## config.mk

```make
export PLATFORM = sky130hd
export DESIGN_NAME = reg_file_sb
export DESIGN_NICKNAME = d
export VERILOG_FILES = /design/src/rtl/reg_file_sb.sv
export SDC_FILE = /design/constraint.sdc
export NUM_CORES = 1
export LEC_CHECK = 0
export ABC_AREA = 0
export BUFFER_PORTS_ARGS = -buffer_cell sky130_fd_sc_hd__buf_2
export CORE_MARGIN = 3
export CORE_UTILIZATION = 30
export DETAILED_ROUTE_END_ITERATION = 8
export PLACE_DENSITY = 0.56
export SLEW_MARGIN = 5
export SYNTH_ARGS = -nofsm -noshare
export SYNTH_HDL_FRONTEND = slang
export SYNTH_HIERARCHICAL = 1
export SYNTH_SLANG_ARGS = --single-unit
```

## constraint.sdc

```tcl
create_clock -name Clock -period 3.4 [get_ports Clock]
set_input_delay 0 -clock Clock [delete_from_list [all_inputs] [get_ports Clock]]
set_output_delay 0 -clock Clock [all_outputs]
set_load 0.01 [all_outputs]
```

## src/rtl/reg_file_sb.sv

```systemverilog
// reg_file_sb: DEPTH x DATA_W register file for the decode stage.
//   Two combinational read ports, one write port, an optional hard-wired
//   zero register and a per-register pending-write (busy) scoreboard.
//
// Parameters: DATA_W (register width), ADDR_W (index width, DEPTH = 2**ADDR_W),
//             ZERO_R0 (1: R0 reads 0, ignores writes and issues).
// Ports:
//   Clock, Reset_n             rising-edge clock, async active-low reset
//   RS, RT                     read indices
//   ReadRS, ReadRT             read data (combinational)
//   BusyRS, BusyRT             outstanding producer on RS / RT
//   RegWrite, RD, WriteData    writeback port; clears busy[RD]
//   Issue, IssueRD             sets busy[IssueRD]; wins over a same-edge write
//   PendCount                  registered count of busy registers
//
// Optional feature: define REGFILE_BYPASS_EN to forward a same-cycle writeback
// (data and cleared busy) onto the read ports. Default build reads storage only.

module reg_file_sb_rdport #(
  parameter int DATA_W  = 16,
  parameter int ADDR_W  = 3,
  parameter int DEPTH   = 8,
  parameter int ZERO_R0 = 1
) (
  input  logic [ADDR_W-1:0]             idx,
  input  logic [DEPTH-1:0][DATA_W-1:0]  regs,
  input  logic [DEPTH-1:0]              busyVec,
  input  logic                          bypEn,
  input  logic [ADDR_W-1:0]             wrIdx,
  input  logic [DATA_W-1:0]             wrData,
  input  logic                          issEn,
  input  logic [ADDR_W-1:0]             issIdx,
  output logic [DATA_W-1:0]             rdData,
  output logic                          rdBusy
);
  always_comb begin
    rdData = regs[idx];
    rdBusy = busyVec[idx];
    // Forwarded writeback: the result is ready now, unless a new producer
    // for the same register issues in this very cycle.
    if (bypEn && (idx == wrIdx)) begin
      rdData = wrData;
      rdBusy = issEn && (issIdx == idx);
    end
    if ((ZERO_R0 != 0) && (idx == '0)) begin
      rdData = '0;
      rdBusy = 1'b0;
    end
  end
endmodule

module reg_file_sb #(
  parameter int DATA_W  = 16,
  parameter int ADDR_W  = 3,
  parameter int ZERO_R0 = 1
) (
  input  logic              Clock,
  input  logic              Reset_n,
  input  logic [ADDR_W-1:0] RS,
  input  logic [ADDR_W-1:0] RT,
  output logic [DATA_W-1:0] ReadRS,
  output logic [DATA_W-1:0] ReadRT,
  output logic              BusyRS,
  output logic              BusyRT,
  input  logic              RegWrite,
  input  logic [ADDR_W-1:0] RD,
  input  logic [DATA_W-1:0] WriteData,
  input  logic              Issue,
  input  logic [ADDR_W-1:0] IssueRD,
  output logic [ADDR_W:0]   PendCount
);
  localparam int DEPTH = 1 << ADDR_W;

  logic [DEPTH-1:0][DATA_W-1:0] regs;
  logic [DEPTH-1:0]             busy, busyNext;
  logic [ADDR_W:0]              pendNext;
  logic                         wrOk, issOk, bypEn;
  logic [1:0][ADDR_W-1:0]       rdIdx;
  logic [1:0][DATA_W-1:0]       rdData;
  logic [1:0]                   rdBusy;

  assign wrOk  = RegWrite && !((ZERO_R0 != 0) && (RD == '0));
  assign issOk = Issue    && !((ZERO_R0 != 0) && (IssueRD == '0));

`ifdef REGFILE_BYPASS_EN
  // Gated by reset so every output reads 0 while Reset_n is low.
  assign bypEn = RegWrite && Reset_n;
`else
  assign bypEn = 1'b0;
`endif

  // Clear-then-set ordering lets a same-edge issue win over the writeback.
  always_comb begin
    busyNext = busy;
    if (wrOk)  busyNext[RD]      = 1'b0;
    if (issOk) busyNext[IssueRD] = 1'b1;
  end

  always_comb begin
    pendNext = '0;
    for (int i = 0; i < DEPTH; i++)
      pendNext = pendNext + {{ADDR_W{1'b0}}, busyNext[i]};
  end

  always_ff @(posedge Clock or negedge Reset_n) begin
    if (!Reset_n) begin
      regs      <= '0;
      busy      <= '0;
      PendCount <= '0;
    end else begin
      if (wrOk) regs[RD] <= WriteData;
      busy      <= busyNext;
      PendCount <= pendNext;
    end
  end

  assign rdIdx[0] = RS;
  assign rdIdx[1] = RT;

  reg_file_sb_rdport #(
    .DATA_W(DATA_W), .ADDR_W(ADDR_W), .DEPTH(DEPTH), .ZERO_R0(ZERO_R0)
  ) uRd [1:0] (
    .idx    (rdIdx),
    .regs   (regs),
    .busyVec(busy),
    .bypEn  (bypEn),
    .wrIdx  (RD),
    .wrData (WriteData),
    .issEn  (Issue),
    .issIdx (IssueRD),
    .rdData (rdData),
    .rdBusy (rdBusy)
  );

  assign ReadRS = rdData[0];
  assign ReadRT = rdData[1];
  assign BusyRS = rdBusy[0];
  assign BusyRT = rdBusy[1];
endmodule

```

==> results by group <==
Job
  – # Max-Cap Violations: 0

Synthesis
  – Post-synth ARST share: 100%
  – Cells after Synth: a little over 600
  – Post-Synth Simple-Gate Area: 7.37%
  – Post-Synth Adder-Cell Area: ~1.4%
  – Top FF cell, synth: dfrtp_1
  – Mapped Area: 8530 um2
  – Mux contribution to synthesized area: between 30% and 40%
  – Number of flops mapped to enable cells by yosys: 0
  – Yosys reg bits: between 100 and 150
  – Synth Area in XOR/XNOR: 1.51%
  – Unique masters post-synth: 45
  – Post-synthesis compound-gate area fraction: under 10%
  – Avg Cell Area, Syn: ~14 um2
  – Sequential-to-total area share from yosys stat: between 40% and 50%
  – Largest family of logic cells by synthesized area: multiplexers
  – Yosys warnings: 6

Setup path
  – Bufs and invs on worst path: 6
  – Reg2Reg Depth: 10
  – Crit path capture: PendCount[1]
  – R2r endpoint: PendCount[1]
  – Setup Crit Path Kind: input port to flip-flop
  – Worst Setup SP: Issue
  – Worst R2R Start: busy[3]
  – CP arrival: approximately 3.5 ns
  – Endpoint class of the critical path: flip-flop
  – Worst-path cell chain: dlygate4sd3_1, buf_2, nor2b_1, a32o_1, fa_1, fa_1, inv_1, fa_1, inv_1, ha_1, inv_1, fa_1, inv_1
  – Startpoint types: input port
  – Critical path depth: 13
  – CP peak stage delay: ~0.54 ns
  – Maximum fanout along the worst path: 5
  – Slowest cell on the critical path: dlygate4sd3_1
  – R2r setup slk: 0.37 ns
  – Required @ worst endpoint: roughly 3.7 ns
  – Delay-heaviest family, CP: adder cells

STA
  – Unrepaired setup endpoints after global routing: no
  – Pins Over Slew Limit: 0
  – Final setup violating endpoints: 0
  – Fin. Hold Viols: 0
  – Min cycle time layout: 3.17 ns
  – Final period utilization: around 93%
  – Worst slew pin tran: 1.24 ns
  – Max_slew headroom: 17.2%
  – Final Skew: between 0.001 and 0.0015 ns
  – Fmax: between 300 and 400 MHz
  – Post-route setup TNS: 0 ns

Die
  – Die span in y: between 150 and 200 um
  – Core ar.: between 20,000 and 30,000 um2
  – Die Footprint: a little over 30,000 um2
  – Die W: between 150 and 200 um
  – Rows: 61
  – Initial Util: between 30 and 40%
  – Io pins: 70

Clocking
  – Post-CTS setup buffer count: 0
  – Clk sink count: 140
  – CTS resizes: 0
  – TritonCTS buffer count: 17
  – H-tree levels: 4
  – Root buffer cell: clkbuf_16
  – Clock Latency Late Sink: 0.41 ns
  – Clock slew at reported path FFs: 0.06 ns
  – CTS tree: done
  – Max clock buf depth: 2

Cells and area
  – Final Cell Area: between 9000 and 10,000 um2
  – Share of cells above drive strength 1: 47.3%
  – Nets: 724
  – Fillcell total: ~2,800
  – Most common cell after layout, fill and taps aside: dfrtp_1
  – Area growth syn-to-layout: 15.3%
  – Antenna diodes: 0
  – Leading cell types in the layout, fill and taps excluded: dfrtp_1 (140), mux2_2 (86), buf_2 (68)

Power and ir drop
  – VDD IR max: 0.000337 V
  – Pwr dens: around 560 nW/um2
  – P_leak: ~4.2 nW

Route
  – DR iter-0 viols: between 300 and 400
  – Routed wire length per instance: between 20 and 25 um
  – Post-route DRC: 0
  – TritonRoute pass-1 iters: 4
  – Vias: 5,475
  – Via/cell ratio: 5.10
  – Detail Route Antenna Nets: 0
  – Drt total wl: approximately 24,000 um

Run status
  – Status: finished, final reports clean

Global route
  – Total gr overflow: 0
  – Number of global-route vias before repair: roughly 5,700
  – GR Util met1: ~22%
  – Antenna violations before repair: 0
  – GRT Resource Usage Total: approximately 16%
  – Global-route wire length before repair: around 36,000 um
  – Largest net degree at the start of global routing: 87
  – GR Util met2: approximately 25%
  – Gr busiest metal: met2
  – Met3 Use GR: 3.26%

Place
  – Number of port buffers: 69
  – Post-DP Area: a little over 9000 um2
  – Routability cong.: 0.755
  – DP HPWL: 15,100 um

Worst hold path
  – Min-delay worst type: input port to flip-flop
[tightest hold or removal path: cells and delay by family]
kind,cells,cell delay (ns)
AOI/OAI and AO/OA,1,0.15
and+or+nand+nor,1,0.10
buffers and inverters,1,0.13
[kinds of logic (layout without fill, tap and decap cells)]
group                      count (synthesis)  count (layout)
and+or+nand+nor                           85              85
buffers and inverters                     76             152
muxes                                    214             214
other                                      1               4
xor gates and xnor gates                  13              13
adders and majority gates                  7               7
DFF                                      140             140
AOI/OAI and AO/OA                         80              80
[worst min-delay path by stage]
stage	startpoint	to	slack [ns]	cells past startpoint
2_1_floorplan	Reset_n	PendCount[0]	-0.30	0
3_3_place_gp	Reset_n	regs[40]	0.14	1
3_5_place_dp	Reset_n	regs[104]	0.14	1
4_1_cts	IssueRD[2]	busy[2]	0.006	3
5_1_grt	IssueRD[2]	busy[2]	0.04	3
6_report	IssueRD[2]	busy[2]	0.02	3
[registers in the layout (all words and copies together) (netlist names)]
name,cells
PendCount,4
regs,128
busy,8
[report_power, final]
group	internal [mW]	switching, mW
registers	2.01	0.230
clock network	0.996	0.665
logic	0.857	0.715
[metal layers]
metal	vias up	share of wire, %
met5	-	0
met4	0	0.60
met3	11	4.7
li1	2467	-
met2	138	47
met1	2859	47
[cell usage after synthesis (3+ instances only)]
| cell | instances | area share [%] |
|---|---|---|
| a211oi_1 | 12 | 1.1 |
| a211oi_2 | 20 | 2.9 |
| a21oi_1 | 3 | 0.18 |
| and4bb_1 | 3 | 0.44 |
| buf_12 | 3 | 0.70 |
| buf_2 | 17 | 1.0 |
| buf_4 | 13 | 1.1 |
| buf_6 | 11 | 1.5 |
| clkbuf_1 | 19 | 0.84 |
| dfrtp_1 | 140 | 41 |
| fa_1 | 4 | 0.94 |
| ha_1 | 3 | 0.44 |
| inv_1 | 9 | 0.40 |
| mux2_2 | 86 | 11 |
| mux2_4 | 26 | 4.6 |
| mux2i_1 | 66 | 7.7 |
| mux4_1 | 4 | 1.2 |
| mux4_2 | 32 | 8.5 |
| nand4b_4 | 3 | 0.84 |
| nor2_1 | 30 | 1.3 |
| nor2b_1 | 4 | 0.29 |
| nor3_1 | 12 | 0.70 |
| nor3_2 | 20 | 2.3 |
| o22ai_1 | 16 | 1.2 |
| o22ai_2 | 18 | 2.6 |
| xnor2_1 | 11 | 1.1 |
[timing repair]
item,4_1_cts,5_1_grt
setup endpoints to repair,0,0
hold endpoints to repair,199,0
hold buffers,21,0
[area by class of cell]
class / count / area [um2] / share of cell area [%]
multi-input cells: 403 / 4520 / 45.9
well taps: 378 / 473 / 4.81
inverters: 9 / 33.8 / 0.344
repair buffers: 114 / 792 / 8.06
clock buffers: 27 / 503 / 5.12
flip-flops and latches: 140 / 3500 / 35.6
clock inverters: 2 / 10.0 / 0.102
[metrics by stage]
step | cells | power, mW | util, % | hold slack (ns) | setup WS [ns]
3_3_place_gp | 1023 | 3.78 | 32.6 | 0.139 | 0.315
5_1_grt | 1073 | 5.78 | 35.2 | 0.0357 | 0.0644
6_report | 1073 | 5.47 | 35.2 | 0.0221 | 0.226
2_1_floorplan | 619 | 3.35 | - | -0.296 | 0.267
4_1_cts | 1073 | 5.52 | 35.2 | 0.00568 | 0.222
3_5_place_dp | 1023 | 3.81 | 32.6 | 0.142 | 0.319
Power figures use the tool's default switching activity.
